==> config.mk <==
export PLATFORM = sky130hd
export DESIGN_NAME = mshr_tri_entry_flat
export DESIGN_NICKNAME = d
export VERILOG_FILES = /design/src/rtl/tri_pkg.sv /design/src/rtl/mshr_tri_entry_if.sv /design/src/rtl/mshr_tri_entry.sv /design/src/flat_wrapper.sv
export SDC_FILE = /design/constraint.sdc
export NUM_CORES = 1
export LEC_CHECK = 0
export BUFFER_PORTS_ARGS = -buffer_cell sky130_fd_sc_hd__buf_2
export CORE_AREA = 4 4 258 260
export DETAILED_ROUTE_END_ITERATION = 8
export DIE_AREA = 0 0 262 264
export HOLD_SLACK_MARGIN = 0.05
export PLACE_DENSITY = 0.53
export SYNTH_ARGS = -nofsm -noshare
export SYNTH_HDL_FRONTEND = slang
export SYNTH_SLANG_ARGS = --single-unit
==> constraint.sdc <==
create_clock -name clk -period 6.21 [get_ports clk]
set_clock_uncertainty 0.15 [all_clocks]
set_input_delay 1.242 -clock clk [delete_from_list [all_inputs] [get_ports clk]]
set_output_delay 1.242 -clock clk [all_outputs]
set_load 0.03 [all_outputs]
==> src/rtl/tri_pkg.sv <==
`default_nettype none
// ============================================================================
// Module      : tri_pkg
// Description : TRI request-type encodings shared by TRI sources and arbiter.
// Revision    : 1.0 - initial release
// ============================================================================
package tri_pkg;

    typedef enum logic [4:0] {
        TRI_LOAD_RQ  = 5'b00000,
        TRI_STORE_RQ = 5'b00001
    } l15_reqtypes_t;

endpackage
`default_nettype wire

==> src/rtl/mshr_tri_entry_if.sv <==
`default_nettype none
// ============================================================================
// Module      : mshr_tri_entry_if
// Description : Engine-side request/completion bundle plus the TRI slave-port
//               signals of one MSHR entry. The entry owns the TRI request, so
//               it takes the master view; the engine/arbiter side is slave.
// Revision    : 1.0 - initial release
// ============================================================================
interface mshr_tri_entry_if #(
    parameter int CNT_W = 16
);
    // engine request
    logic                   in_valid;
    logic                   in_ready;
    logic                   in_is_store;
    logic [39:0]            in_addr;
    logic [2:0]             in_size;
    logic [127:0]           in_data;
    // engine completion
    logic                   out_valid;
    logic                   out_ready;
    logic [127:0]           out_data;
    logic                   out_err;
    logic                   out_stale;
    logic [CNT_W-1:0]       out_latency;
    // TRI request
    logic                   tri_req_valid;
    tri_pkg::l15_reqtypes_t tri_req_type;
    logic [39:0]            tri_req_addr;
    logic [2:0]             tri_req_size;
    logic [127:0]           tri_req_data;
    logic                   tri_req_ack;
    // TRI response and snoop
    logic                   tri_resp_val;
    logic [127:0]           tri_resp_data;
    logic                   tri_resp_inv_valid;
    logic [39:0]            tri_resp_inv_addr;

    // The MSHR entry itself
    modport master (
        input  in_valid, in_is_store, in_addr, in_size, in_data, out_ready,
        input  tri_req_ack, tri_resp_val, tri_resp_data,
        input  tri_resp_inv_valid, tri_resp_inv_addr,
        output in_ready, out_valid, out_data, out_err, out_stale, out_latency,
        output tri_req_valid, tri_req_type, tri_req_addr, tri_req_size, tri_req_data
    );

    // The cohort engine plus TRI arbiter surrounding the entry
    modport slave (
        output in_valid, in_is_store, in_addr, in_size, in_data, out_ready,
        output tri_req_ack, tri_resp_val, tri_resp_data,
        output tri_resp_inv_valid, tri_resp_inv_addr,
        input  in_ready, out_valid, out_data, out_err, out_stale, out_latency,
        input  tri_req_valid, tri_req_type, tri_req_addr, tri_req_size, tri_req_data
    );

endinterface
`default_nettype wire

==> src/rtl/mshr_tri_entry.sv <==
`default_nettype none
// ============================================================================
// Module      : mshr_tri_entry
// Description : Single outstanding-miss tracker. Accepts one load/store,
//               checks size/alignment, issues it on the TRI port, waits for
//               the filtered response (with optional timeout), tracks line
//               invalidations for loads, and holds the completion until taken.
// Revision    : 1.0 - initial release
// ============================================================================
module mshr_tri_entry #(
    parameter int TIMEOUT_CYCLES = 1024,
    parameter int CNT_W          = 16
) (
    input  wire logic         clk,
    input  wire logic         rst_n,
    mshr_tri_entry_if.master  bus
);

    typedef enum logic [1:0] {
        S_IDLE = 2'd0,
        S_REQ  = 2'd1,
        S_WAIT = 2'd2,
        S_DONE = 2'd3
    } state_t;

    localparam logic [CNT_W-1:0] c_cnt_max = '1;
    localparam logic [CNT_W-1:0] c_to_last =
        (TIMEOUT_CYCLES > 0) ? CNT_W'(TIMEOUT_CYCLES - 1) : '0;
    localparam bit               c_to_en   = (TIMEOUT_CYCLES != 0);

    state_t             state_q,     state_d;
    logic               is_store_q,  is_store_d;
    logic [39:0]        addr_q,      addr_d;
    logic [2:0]         size_q,      size_d;
    logic [127:0]       data_q,      data_d;
    logic               in_ready_q,  in_ready_d;
    logic               out_valid_q, out_valid_d;
    logic               req_valid_q, req_valid_d;
    logic [127:0]       out_data_q,  out_data_d;
    logic               out_err_q,   out_err_d;
    logic               out_stale_q, out_stale_d;
    logic [CNT_W-1:0]   out_lat_q,   out_lat_d;
    logic [CNT_W-1:0]   lat_cnt_q,   lat_cnt_d;
    logic [CNT_W-1:0]   to_cnt_q,    to_cnt_d;

    logic [3:0]         w_align_mask;
    logic               w_size_ok;
    logic               w_legal;
    logic               w_inv_hit;
    logic               w_timeout;
    logic [CNT_W-1:0]   w_lat_inc;
    logic [CNT_W-1:0]   w_to_inc;
    logic               w_unused_ok;

    // Low address bits that must be zero for the requested access size
    always_comb begin
        w_size_ok    = 1'b1;
        w_align_mask = 4'h0;
        case (bus.in_size)
            3'd1:    w_align_mask = 4'h0;
            3'd2:    w_align_mask = 4'h1;
            3'd3:    w_align_mask = 4'h3;
            3'd4:    w_align_mask = 4'h7;
            3'd5:    w_align_mask = 4'hF;
            default: w_size_ok    = 1'b0;
        endcase
    end

    assign w_legal   = w_size_ok && ((bus.in_addr[3:0] & w_align_mask) == 4'h0);
    // Snoops compare at 16-byte line granularity; only loads can go stale
    assign w_inv_hit = bus.tri_resp_inv_valid && !is_store_q &&
                       (bus.tri_resp_inv_addr[39:4] == addr_q[39:4]);
    assign w_timeout = c_to_en && (to_cnt_q == c_to_last);
    assign w_lat_inc = (lat_cnt_q == c_cnt_max) ? lat_cnt_q : lat_cnt_q + 1'b1;
    assign w_to_inc  = (to_cnt_q  == c_cnt_max) ? to_cnt_q  : to_cnt_q  + 1'b1;

    // Next-state, latching and completion-capture logic
    always_comb begin
        state_d     = state_q;
        is_store_d  = is_store_q;
        addr_d      = addr_q;
        size_d      = size_q;
        data_d      = data_q;
        in_ready_d  = in_ready_q;
        out_valid_d = out_valid_q;
        req_valid_d = req_valid_q;
        out_data_d  = out_data_q;
        out_err_d   = out_err_q;
        out_stale_d = out_stale_q;
        out_lat_d   = out_lat_q;
        lat_cnt_d   = lat_cnt_q;
        to_cnt_d    = to_cnt_q;

        case (state_q)
            S_IDLE: begin
                if (bus.in_valid && in_ready_q) begin
                    is_store_d  = bus.in_is_store;
                    addr_d      = bus.in_addr;
                    size_d      = bus.in_size;
                    data_d      = bus.in_is_store ? bus.in_data : '0;
                    in_ready_d  = 1'b0;
                    out_data_d  = '0;
                    out_err_d   = 1'b0;
                    out_stale_d = 1'b0;
                    out_lat_d   = '0;
                    lat_cnt_d   = '0;
                    to_cnt_d    = '0;
                    if (w_legal) begin
                        state_d     = S_REQ;
                        req_valid_d = 1'b1;
                    end else begin
                        // Illegal requests complete immediately without touching TRI
                        state_d     = S_DONE;
                        out_valid_d = 1'b1;
                        out_err_d   = 1'b1;
                    end
                end
            end
            S_REQ: begin
                lat_cnt_d = w_lat_inc;
                if (w_inv_hit) begin
                    out_stale_d = 1'b1;
                end
                if (bus.tri_req_ack) begin
                    state_d     = S_WAIT;
                    req_valid_d = 1'b0;
                    to_cnt_d    = '0;
                end
            end
            S_WAIT: begin
                lat_cnt_d = w_lat_inc;
                to_cnt_d  = w_to_inc;
                if (w_inv_hit) begin
                    out_stale_d = 1'b1;
                end
                // A response in the timeout cycle takes priority over the timeout
                if (bus.tri_resp_val) begin
                    state_d     = S_DONE;
                    out_valid_d = 1'b1;
                    out_data_d  = is_store_q ? '0 : bus.tri_resp_data;
                    out_err_d   = 1'b0;
                    out_lat_d   = w_lat_inc;
                end else if (w_timeout) begin
                    state_d     = S_DONE;
                    out_valid_d = 1'b1;
                    out_data_d  = '0;
                    out_err_d   = 1'b1;
                    out_lat_d   = w_lat_inc;
                end
            end
            S_DONE: begin
                if (bus.out_ready) begin
                    state_d     = S_IDLE;
                    out_valid_d = 1'b0;
                    in_ready_d  = 1'b1;
                end
            end
            default: begin
                state_d     = S_IDLE;
                in_ready_d  = 1'b1;
                out_valid_d = 1'b0;
                req_valid_d = 1'b0;
            end
        endcase
    end

    // State and output registers with synchronous active-low reset
    always_ff @(posedge clk) begin
        if (!rst_n) begin
            state_q     <= S_IDLE;
            is_store_q  <= 1'b0;
            addr_q      <= '0;
            size_q      <= '0;
            data_q      <= '0;
            in_ready_q  <= 1'b1;
            out_valid_q <= 1'b0;
            req_valid_q <= 1'b0;
            out_data_q  <= '0;
            out_err_q   <= 1'b0;
            out_stale_q <= 1'b0;
            out_lat_q   <= '0;
            lat_cnt_q   <= '0;
            to_cnt_q    <= '0;
        end else begin
            state_q     <= state_d;
            is_store_q  <= is_store_d;
            addr_q      <= addr_d;
            size_q      <= size_d;
            data_q      <= data_d;
            in_ready_q  <= in_ready_d;
            out_valid_q <= out_valid_d;
            req_valid_q <= req_valid_d;
            out_data_q  <= out_data_d;
            out_err_q   <= out_err_d;
            out_stale_q <= out_stale_d;
            out_lat_q   <= out_lat_d;
            lat_cnt_q   <= lat_cnt_d;
            to_cnt_q    <= to_cnt_d;
        end
    end

    assign bus.in_ready      = in_ready_q;
    assign bus.out_valid     = out_valid_q;
    assign bus.out_data      = out_data_q;
    assign bus.out_err       = out_err_q;
    assign bus.out_stale     = out_stale_q;
    assign bus.out_latency   = out_lat_q;
    assign bus.tri_req_valid = req_valid_q;
    assign bus.tri_req_type  = is_store_q ? tri_pkg::TRI_STORE_RQ : tri_pkg::TRI_LOAD_RQ;
    assign bus.tri_req_addr  = addr_q;
    assign bus.tri_req_size  = size_q;
    assign bus.tri_req_data  = data_q;

    // Byte-within-line bits of the snoop address are irrelevant
    assign w_unused_ok = ^bus.tri_resp_inv_addr[3:0];

endmodule
`default_nettype wire
==> src/flat_wrapper.sv <==
// flat-port wrapper written by rule: the top's interface ports become plain ports
module mshr_tri_entry_flat 
#(
    parameter int TIMEOUT_CYCLES = 1024,
    parameter int CNT_W          = 16
)
  (clk, rst_n, bus_in_valid, bus_in_is_store, bus_in_addr, bus_in_size, bus_in_data, bus_out_ready, bus_tri_req_ack, bus_tri_resp_val, bus_tri_resp_data, bus_tri_resp_inv_valid, bus_tri_resp_inv_addr, bus_in_ready, bus_out_valid, bus_out_data, bus_out_err, bus_out_stale, bus_out_latency, bus_tri_req_valid, bus_tri_req_type, bus_tri_req_addr, bus_tri_req_size, bus_tri_req_data);
  mshr_tri_entry_if #(.CNT_W(CNT_W)) bus_i ();
  input  wire logic clk;
  input  wire logic rst_n;
  input wire logic [$bits(bus_i.in_valid)-1:0] bus_in_valid;
  input wire logic [$bits(bus_i.in_is_store)-1:0] bus_in_is_store;
  input wire logic [$bits(bus_i.in_addr)-1:0] bus_in_addr;
  input wire logic [$bits(bus_i.in_size)-1:0] bus_in_size;
  input wire logic [$bits(bus_i.in_data)-1:0] bus_in_data;
  input wire logic [$bits(bus_i.out_ready)-1:0] bus_out_ready;
  input wire logic [$bits(bus_i.tri_req_ack)-1:0] bus_tri_req_ack;
  input wire logic [$bits(bus_i.tri_resp_val)-1:0] bus_tri_resp_val;
  input wire logic [$bits(bus_i.tri_resp_data)-1:0] bus_tri_resp_data;
  input wire logic [$bits(bus_i.tri_resp_inv_valid)-1:0] bus_tri_resp_inv_valid;
  input wire logic [$bits(bus_i.tri_resp_inv_addr)-1:0] bus_tri_resp_inv_addr;
  output wire logic [$bits(bus_i.in_ready)-1:0] bus_in_ready;
  output wire logic [$bits(bus_i.out_valid)-1:0] bus_out_valid;
  output wire logic [$bits(bus_i.out_data)-1:0] bus_out_data;
  output wire logic [$bits(bus_i.out_err)-1:0] bus_out_err;
  output wire logic [$bits(bus_i.out_stale)-1:0] bus_out_stale;
  output wire logic [$bits(bus_i.out_latency)-1:0] bus_out_latency;
  output wire logic [$bits(bus_i.tri_req_valid)-1:0] bus_tri_req_valid;
  output wire logic [$bits(bus_i.tri_req_type)-1:0] bus_tri_req_type;
  output wire logic [$bits(bus_i.tri_req_addr)-1:0] bus_tri_req_addr;
  output wire logic [$bits(bus_i.tri_req_size)-1:0] bus_tri_req_size;
  output wire logic [$bits(bus_i.tri_req_data)-1:0] bus_tri_req_data;
  assign bus_i.in_valid = bus_in_valid;
  assign bus_i.in_is_store = bus_in_is_store;
  assign bus_i.in_addr = bus_in_addr;
  assign bus_i.in_size = bus_in_size;
  assign bus_i.in_data = bus_in_data;
  assign bus_i.out_ready = bus_out_ready;
  assign bus_i.tri_req_ack = bus_tri_req_ack;
  assign bus_i.tri_resp_val = bus_tri_resp_val;
  assign bus_i.tri_resp_data = bus_tri_resp_data;
  assign bus_i.tri_resp_inv_valid = bus_tri_resp_inv_valid;
  assign bus_i.tri_resp_inv_addr = bus_tri_resp_inv_addr;
  assign bus_in_ready = bus_i.in_ready;
  assign bus_out_valid = bus_i.out_valid;
  assign bus_out_data = bus_i.out_data;
  assign bus_out_err = bus_i.out_err;
  assign bus_out_stale = bus_i.out_stale;
  assign bus_out_latency = bus_i.out_latency;
  assign bus_tri_req_valid = bus_i.tri_req_valid;
  assign bus_tri_req_type = bus_i.tri_req_type;
  assign bus_tri_req_addr = bus_i.tri_req_addr;
  assign bus_tri_req_size = bus_i.tri_req_size;
  assign bus_tri_req_data = bus_i.tri_req_data;
  mshr_tri_entry #(.TIMEOUT_CYCLES(TIMEOUT_CYCLES), .CNT_W(CNT_W)) u_core (.clk(clk), .rst_n(rst_n), .bus(bus_i));
endmodule
==> impl_metrics.py <==
metrics = {
    "critical_path": {
        "worstSetupPathType": "register to register",
        "worstRegToRegCells": 7,
        "worst_ep_required_time_ns": 6.54,
        "timing.critical_path.from_type": "register",
        "setup.worst_path.end_class": "register",
        "critical_path_peak_fanout": 91,
        "arrival_ns": 3.54,
    },
    "cts": {
        "cts.reportedPaths.clkPinSlew_ns": 0.06,
        "cts_made_buffers": 41,
        "cts.path.max_buffers": 3,
        "clock_tree.htree_level_count": 2,
        "cts_repair_resize_count": 0,
        "clock_latency_ns": 0.55,
        "holdBufCountCts": 0,
        "cts_tree": "yes",
        "cts_sinks": 355,
        "cts_root_buffer": "sky130_fd_sc_hd__clkbuf_16",
        "cts_setup_buffers": 0,
    },
    "synth": {
        "ys.warnings.count": 0,
        "postSynth.asyncResetShare_pct": 0,
        "post_synth_instance_area_um2": 13900,
        "synth_top_area_share_pct": 51.0,
        "yosys.area.top_type": "sky130_fd_sc_hd__dfxtp_1",
        "ys_seq_area_share_pct": 51.0,
        "synth_flop_cell": "sky130_fd_sc_hd__dfxtp_1",
        "count_of_flip_flops_with_a_built_in_enable_after_synthesis": 0,
        "ys_ff_latch": 355,
        "synth_cell_types": 59,
        "syn-instance-count": 1729,
        "post_synth.cell_area_avg_um2": 8.06,
        "netlist_top_cells_area": "sky130_fd_sc_hd__dfxtp_1 51%, sky130_fd_sc_hd__a21oi_1 12%, sky130_fd_sc_hd__nand2_1 10%",
    },
    "sta": {
        "max-slew-margin-rel_pct": 23.3,
        "achievable_frequency_mhz": 311,
        "tightestPinTransition_ns": 1.15,
        "timing_max_transition_violations_final": 0,
        "setup-violations-final": 0,
        "hold_violations": 0,
        "final.setup.tns_ns": 0,
        "fin_crit_sh_pct": 51.7,
        "layout_min_cycle_time_ns": 3.21,
        "timing.final.ws_setup_ns": 3.00,
        "grt_setup_unrepaired": "false",
    },
    "die": {
        "placeableCoreArea_um2": 64100,
        "die_width_um": 262,
        "ioPinCount": 672,
        "standard_cell_row_count": 93,
        "starting_utilization_of_the_core_area_pct": 21.7,
        "design.die.area_um2": 69200,
        "die_h_um": 264,
    },
    "min_path": {
        "worst_hold_path_type": "register to register",
        "hold_path_depth": 2,
    },
    "finish": {
        "layout.filler_cells": 6987,
        "syn_to_final_growth_pct": 38.9,
        "final_net_count": 2655,
        "post_route_cells_drive_above_1_share_pct": 32.6,
        "mostFrequentLayoutCells": "662 x sky130_fd_sc_hd__buf_2, 371 x sky130_fd_sc_hd__nand2_1, 355 x sky130_fd_sc_hd__dfxtp_1, 322 x sky130_fd_sc_hd__a21oi_1, 274 x sky130_fd_sc_hd__nand3_1",
        "seq_area_um2": 7110,
        "mostFrequentLayoutCell": "sky130_fd_sc_hd__buf_2",
        "multi_input_area_um2": 6230,
    },
    "power_and_ir_drop": {
        "static_leakage_uw": 0.00811,
        "peak_supply_drop_mv": 0.562,
        "power_density_nw_per_um2": 376,
    },
    "grt": {
        "grt_pass1_wl_um": 80900,
        "track_usage_pct": 14.5,
        "grt_start_max_net_pins": 148,
        "grt_pass1_vias": 13751,
        "antenna_found_initial": 11,
        "grt-ovfl-total": 0,
    },
    "detailed_routing": {
        "first_pass_iters": 5,
        "ant_nets": 0,
        "detail_route.drc_violations": 0,
        "route.vias.total": 14358,
        "detail_route.wl_per_cell_um": 16.9,
        "detail_route.vias_per_cell": 4.50,
        "detail_route.wirelength_um": 53900,
        "drt_iter0_markers": 949,
    },
    "outcome": {
        "status": "finished clean",
    },
    "place": {
        "post-dp-hpwl_um": 38400,
        "portBuffers": 663,
        "gp_routability_congestion": 0.827,
        "pre_cts_ws_ns": 2.42,
    },
    "job": {
        "maxCapViolations": 0,
    },
}
## where the power goes
| group | total, uW | internal (uW) | switching (uW) |
|---|---|---|---|
| sequential | 2630 | 2480 | 145 |
| combinational | 2090 | 522 | 1570 |
| clock | 2560 | 1570 | 990 |
## cells in the mapped netlist (2+ instances only)
library cell and n:
sky130_fd_sc_hd__xor2_1 14, sky130_fd_sc_hd__buf_4 5, sky130_fd_sc_hd__o41ai_1 2, sky130_fd_sc_hd__ha_1 6, sky130_fd_sc_hd__nor3_1 6, sky130_fd_sc_hd__o2bb2ai_1 5, sky130_fd_sc_hd__o21ai_1 3, sky130_fd_sc_hd__o211ai_1 6
sky130_fd_sc_hd__or3_1 11, sky130_fd_sc_hd__nand3_1 275, sky130_fd_sc_hd__a211oi_1 2, sky130_fd_sc_hd__a21oi_1 322, sky130_fd_sc_hd__nand2_1 371, sky130_fd_sc_hd__a32o_1 3, sky130_fd_sc_hd__buf_1 6, sky130_fd_sc_hd__or4_1 3
sky130_fd_sc_hd__inv_1 12, sky130_fd_sc_hd__a21boi_1 2, sky130_fd_sc_hd__or2_2 2, sky130_fd_sc_hd__a211o_1 2, sky130_fd_sc_hd__xnor2_1 36, sky130_fd_sc_hd__buf_2 28, sky130_fd_sc_hd__nor2b_1 4, sky130_fd_sc_hd__mux2i_1 4
sky130_fd_sc_hd__o31ai_1 2, sky130_fd_sc_hd__a41oi_1 3, sky130_fd_sc_hd__a31oi_1 5, sky130_fd_sc_hd__nand2b_1 2, sky130_fd_sc_hd__nand4_1 17, sky130_fd_sc_hd__o21ai_0 23, sky130_fd_sc_hd__dfxtp_1 355, sky130_fd_sc_hd__a22o_1 15
sky130_fd_sc_hd__and4_1 2, sky130_fd_sc_hd__clkbuf_1 107, sky130_fd_sc_hd__and3_1 7, sky130_fd_sc_hd__nor4_1 9, sky130_fd_sc_hd__nor2_1 30
## area by class of cell
cell class / count / area share (%)
sequential: 355 / 36.7
multi-input combinational: 1218 / 32.2
timing repair buffer: 673 / 17.8
clock buffer: 65 / 6.77
tap: 855 / 5.53
clock inverter: 8 / 0.647
inverter: 13 / 0.291
antenna: 4 / 0.0518
## routing by layer
layer,vias up,global-route usage [%],part of all wire [%]
met3,96,5.18,9.1
met2,485,24.5,48
met4,12,4.51,2.7
li1,7123,-,-
met1,6642,17.3,40
met5,-,0,0.15
## critical path, stage by stage (launching register included)
cell and delay (ns):
sky130_fd_sc_hd__dfxtp_1 0.38, sky130_fd_sc_hd__inv_1 0.08, sky130_fd_sc_hd__ha_1 0.35, sky130_fd_sc_hd__nand3_4 0.20, sky130_fd_sc_hd__buf_4 0.65, sky130_fd_sc_hd__buf_4 0.86, sky130_fd_sc_hd__nand2_1 0.13, sky130_fd_sc_hd__a21oi_1 0.16
## through the flow
step | instance area (um^2) | std cells | utilization (%) | power, uW | hold slack, ns
finish | 19300 | 3191 | 30.2 | 7280 | 0.295
floorplan | 13900 | 1732 | - | 4090 | 0.313
CTS | 19300 | 3187 | 30.1 | 7410 | 0.298
detailed placement | 17900 | 3114 | 27.9 | 4800 | 0.290
global placement | 17900 | 3114 | 27.9 | 4800 | 0.285
global route | 19300 | 3190 | 30.2 | 7690 | 0.311
## registers in the layout, indices dropped and copies added (netlist names), 2 cells and up
name and count:
u_core.bus.out_data 128, u_core.bus.out_latency 16, u_core.bus.tri_req_addr 40, u_core.bus.tri_req_data 128, u_core.bus.tri_req_size 3, u_core.lat_cnt_q 16, u_core.state_q 2, u_core.to_cnt_q 16
## kinds of logic after synthesis
| group | Yosys count | share of synthesized area (%) |
|---|---|---|
| multiplexers | 4 | 0.287 |
| AO/OA/AOI/OAI | 404 | 15.9 |
| other | 1 | 0.0269 |
| adder cells (fa/ha/maj) | 6 | 0.539 |
| flip-flops | 355 | 51.0 |
| XOR/XNOR | 50 | 3.14 |
| buffers and inverters | 159 | 4.67 |
| AND/OR/NAND/NOR | 750 | 24.4 |
## final timing paths
kind | start | to | slack, ns
worst max register to register | u_core.state_q[0] | u_core.bus.tri_req_data[112] | 3.00
worst min-delay path | u_core.bus.tri_req_data[90] | u_core.bus.tri_req_data[90] | 0.29
worst max-delay path | u_core.state_q[0] | u_core.bus.tri_req_data[112] | 3.00
worst min register to register | u_core.bus.tri_req_data[90] | u_core.bus.tri_req_data[90] | 0.29
Power figures use the tool's default switching activity.
